$ cat config.mk
export PLATFORM = sky130hd
export DESIGN_NAME = mem_access_unit
export DESIGN_NICKNAME = d
export VERILOG_FILES = /design/src/rtl/mem_access_unit.sv
export SDC_FILE = /design/constraint.sdc
export NUM_CORES = 1
export LEC_CHECK = 0
export CAP_MARGIN = 5
export CORE_MARGIN = 2
export CORE_UTILIZATION = 45
export CTS_BUF_LIST = sky130_fd_sc_hd__clkbuf_2 sky130_fd_sc_hd__clkbuf_4 sky130_fd_sc_hd__clkbuf_8
export DETAILED_ROUTE_END_ITERATION = 6
export PLACE_DENSITY = 0.83
export SETUP_SLACK_MARGIN = 0.05
export SKIP_CTS_REPAIR_TIMING = 1
export SLEW_MARGIN = 25
export SYNTH_ARGS = -nofsm -noshare
export SYNTH_HDL_FRONTEND = slang
export SYNTH_SLANG_ARGS = --single-unit
export TNS_END_PERCENT = 10
$ cat constraint.sdc
create_clock -name clk -period 1.3 [get_ports clk]
set_input_delay 0.325 -clock clk [delete_from_list [all_inputs] [get_ports clk]]
set_output_delay 0.325 -clock clk [all_outputs]
set_load 0.01 [all_outputs]
$ cat src/rtl/mem_access_unit.sv
// MEM-stage controller: req/ack handshake to a multi-cycle data memory, owns MEM/WB register.
// Access stalls the pipeline for 2+k cycles (k = ack delay); non-memory ops pass with 1-cycle latency.
module mem_access_unit (
    input  logic        clk,
    input  logic        reset,
    input  logic        memRegIn,
    input  logic        regWriteIn,
    input  logic        memWriteIn,
    input  logic        memReadIn,
    input  logic [31:0] aluIn,
    input  logic [31:0] memWriteDataIn,
    input  logic [4:0]  regWriteAddressIn,
    input  logic        memAck,
    input  logic [31:0] memRdata,
    output logic        memReq,
    output logic        memWe,
    output logic [31:0] memAddr,
    output logic [31:0] memWdata,
    output logic        stall,
    output logic        memRegOut,
    output logic        regWriteOut,
    output logic [4:0]  regWriteAddressOut,
    output logic [31:0] aluOut,
    output logic [31:0] readDataOut
);

    typedef enum logic [1:0] {
        IDLE = 2'd0,
        BUSY = 2'd1,
        DONE = 2'd2
    } state_t;

    state_t      state_q;
    logic        mem_we_q;
    logic [31:0] mem_addr_q;
    logic [31:0] mem_wdata_q;
    logic [31:0] load_buf_q;
    logic        mem_reg_q;
    logic        reg_write_q;
    logic [4:0]  reg_waddr_q;
    logic [31:0] alu_q;
    logic [31:0] read_data_q;
    logic        access;

    assign access = memReadIn | memWriteIn;
    assign stall  = ~reset & (((state_q == IDLE) & access) | (state_q == BUSY));
    // Request comes only from the state register so a glitchy EX/MEM input can never reissue it.
    assign memReq = (state_q == BUSY);

    always_ff @(posedge clk) begin
        if (reset) begin
            state_q     <= IDLE;
            mem_we_q    <= 1'b0;
            mem_addr_q  <= '0;
            mem_wdata_q <= '0;
            load_buf_q  <= '0;
            mem_reg_q   <= 1'b0;
            reg_write_q <= 1'b0;
            reg_waddr_q <= '0;
            alu_q       <= '0;
            read_data_q <= '0;
        end else begin
            case (state_q)
                IDLE: begin
                    if (access) begin
                        mem_addr_q  <= aluIn;
                        mem_wdata_q <= memWriteDataIn;
                        mem_we_q    <= memWriteIn;
                        state_q     <= BUSY;
                    end
                end
                BUSY: begin
                    if (memAck) begin
                        // Stores (including read+write, where the write wins) return no data.
                        load_buf_q <= mem_we_q ? 32'd0 : memRdata;
                        state_q    <= DONE;
                    end
                end
                DONE:    state_q <= IDLE;
                default: state_q <= IDLE;
            endcase

            if (stall) begin
                mem_reg_q   <= 1'b0;
                reg_write_q <= 1'b0;
                reg_waddr_q <= '0;
                alu_q       <= '0;
                read_data_q <= '0;
            end else begin
                mem_reg_q   <= memRegIn;
                reg_write_q <= regWriteIn;
                reg_waddr_q <= regWriteAddressIn;
                alu_q       <= aluIn;
                read_data_q <= (state_q == DONE) ? load_buf_q : 32'd0;
            end
        end
    end

    assign memWe              = mem_we_q;
    assign memAddr            = mem_addr_q;
    assign memWdata           = mem_wdata_q;
    assign memRegOut          = mem_reg_q;
    assign regWriteOut        = reg_write_q;
    assign regWriteAddressOut = reg_waddr_q;
    assign aluOut             = alu_q;
    assign readDataOut        = read_data_q;

endmodule

==> results.json <==
{
  "synth.avg_cell_area_um2": 10.54,
  "fin_util_pct": 69.38,
  "yosys.area.top_type_share_pct": 55.12,
  "dpl.hpwl_mm": 11.08,
  "yosysTopAreaCell": "dfxtp_1",
  "muxShareOfSynthArea_pct": 10.37,
  "clock-sinks": 170,
  "status": "complete, but fails checks",
  "peakVddDrop_mv": 0.7418,
  "clk_path_buf_depth": 2,
  "insertion_delay_ns": 0.46,
  "grt_max_degree": 87,
  "tritoncts": "done",
  "violations": "setup timing",
  "die_x_um": 121.1,
  "worst_ep_required_time_ns": 0.98,
  "tightest_slew_ns": 0.5051,
  "synth_simple_gate_area_share_pct": 27.13,
  "netlist_area_mm2": 0.006175,
  "diodes": 0,
  "ys_ff_latch": 170,
  "synth.distinct_cells": 22,
  "crit_fanout": 3,
  "synth_fa_ha_area_share_pct": 0,
  "nets": 952,
  "htreeDepth": 4,
  "routed_wl_mm": 15.76,
  "io_buffers": 245,
  "overflow": 0,
  "max_slew_margin_pct": 66.33,
  "fmax_mhz": 672.6,
  "hold_viol": 0,
  "first_global_vias": 4914,
  "timing.final.ws_setup_ns": -0.1868,
  "drv_cap": 0,
  "dr.pass1.iters": 4,
  "rsz0062_at_grt": "yes",
  "postRouteAntennaNets": 0,
  "place_inst": 987,
  "yosys_most_used_dff": "dfxtp_1",
  "synthMostInstantiatedCell": "dfxtp_1",
  "io_pins": 246,
  "drt_iter0_drc": 263,
  "drive_gt1_share_pct": 31.89,
  "hp-class": "primary input to register",
  "post-route-min-period_ns": 1.487,
  "powerDensity_mw_per_mm2": 1249,
  "path_clk_slew_ns": 0.08,
  "wl_per_cell_um": 15.27,
  "fin_worst_skew_ns": 0.01057,
  "dieHeight_um": 121.1,
  "totalPowerFinal_mw": 11.57,
  "yosys_warnings": 0,
  "layoutNonFillerInstCount": 1032,
  "antenna_found_initial": 0,
  "grt_use_total_pct": 21.36,
  "worstSetupStartpointType": "register",
  "drc_errors": 0,
  "setup_tns_ns": -1.987,
  "synth-xor-area-share_pct": 0,
  "placed_area_mm2": 0.008865,
  "synth_edf_count": 0,
  "crit_type": "register to output pin",
  "nFillCells": 1015,
  "yosysSeqAreaShare_pct": 55.12,
  "slew_violations": 0,
  "syn-num-nets": 694,
  "grt_first_pass_wirelength_mm": 24.29,
  "coreArea_mm2": 0.01335,
  "cts-root-buf": "clkbuf_8",
  "syn_to_final_growth_pct": 49.97,
  "synth_compound_area_share_pct": 3.283,
  "synth_common_cells": "dfxtp_1, nand2b_1, and2_1, mux2i_1",
  "cts_buffers": 17,
  "min_period_over_period_pct": 114.4,
  "crit_arrival_ns": 1.16,
  "gp_congestion": 0.8105,
  "p_leak_nw": 4.033,
  "fin_area_mm2": 0.009260,
  "fp.dieArea_mm2": 0.01467,
  "synth_area_leaders": "dfxtp_1, nand2b_1, mux2i_1, and2_1, nand3b_1",
  "row_count": 42,
  "synthArstFlopShare_pct": 0,
  "synth_top_family_by_area": "simple AND/OR/NAND/NOR gates",
  "start_util_pct": 46.26,
  "vias": 4891,
  "setup_viol": 57,
  "vias_per_cell": 4.739,
  "postSynthCellCount": 586,
  "critPathCaptureType": "output pin"
}
[flip-flops by register name, indices dropped and copies added (netlist names)]
signal and count:
state_q 2, regWriteOut 1, memRegOut 1, memWe 1, memWdata 32, aluOut 32
load_buf_q 32, regWriteAddressOut 5, memAddr 32, readDataOut 32
[kinds of logic after synthesis]
| group | Yosys count |
|---|---|
| AO/OA/AOI/OAI | 37 |
| buffers and inverters | 42 |
| flip-flops | 170 |
| multiplexers | 64 |
| AND/OR/NAND/NOR | 273 |
[per-stage QoR]
step	setup slack [ns]	hold WS, ns
floorplan	0.05766	0.4273
global placement	-0.6355	0.4332
detailed placement	-0.6979	0.4373
CTS	-0.7099	0.3933
global route	-0.2515	0.3706
finish	-0.1868	0.3812
[layout by cell type, fill, tap and decap left out, drive strengths merged, types with 4 or more instances in the layout]
| cell type | synthesis | final |
|---|---|---|
| a21oi | 33 | 33 |
| and2 | 71 | 71 |
| buf | 20 | 151 |
| bufinv | 0 | 4 |
| clkbuf | 22 | 47 |
| clkdlybuf4s50 | 0 | 104 |
| clkinv | 0 | 4 |
| dfxtp | 170 | 170 |
| mux2i | 64 | 64 |
| nand2 | 33 | 33 |
| nand2b | 128 | 128 |
| nand3b | 33 | 33 |
[where the power goes]
group / internal [mW] / switching, mW / total [mW] / leakage [nW]
sequential: 5.51 / 0.170 / 5.68 / 1.41
combinational: 1.11 / 0.755 / 1.86 / 2.40
clock: 2.23 / 1.80 / 4.03 / 0.225
total: 8.85 / 2.72 / 11.6 / 4.03
[worst max-delay path, stage by stage (launching register included)]
cell      delay (ns)
dfxtp_2         0.35
nor3_4          0.19
nor3_2          0.06
clkbuf_2        0.12
[per-layer routing]
metal  track usage (%)  routed length (µm)
met1             23.28                6043
met2             36.34                7740
met3             9.492                1627
met4             8.405                 347
met5                 0                   0
[path summary, 6_finish.rpt]
| check | start | endpoint | slack (ns) | cells after the start |
|---|---|---|---|---|
| hold reg to reg | load_buf_q[12]$_SDFFE_PP0P_ | load_buf_q[12]$_SDFFE_PP0P_ | 0.45 | 2 |
| hold / removal | memWriteIn | memWe$_SDFFE_PP0P_ | 0.38 | 4 |
| setup reg to reg | state_q[0]$_SDFFE_PP0P_ | aluOut[24]$_SDFF_PP0_ | -0.06 | 6 |
| setup / recovery | state_q[0]$_SDFFE_PP0P_ | stall | -0.19 | 3 |
[area by class of cell]
class | instances | area [µm²] | area share [%]
Sequential cell | 170 | 3471 | 37.48
Timing Repair Buffer | 281 | 2582 | 27.89
Multi-Input combinational cell | 374 | 2557 | 27.62
Clock buffer | 23 | 285.3 | 3.081
Tap cell | 176 | 220.2 | 2.378
Clock inverter | 8 | 143.9 | 1.554
(Power assumes the default switching activity.)
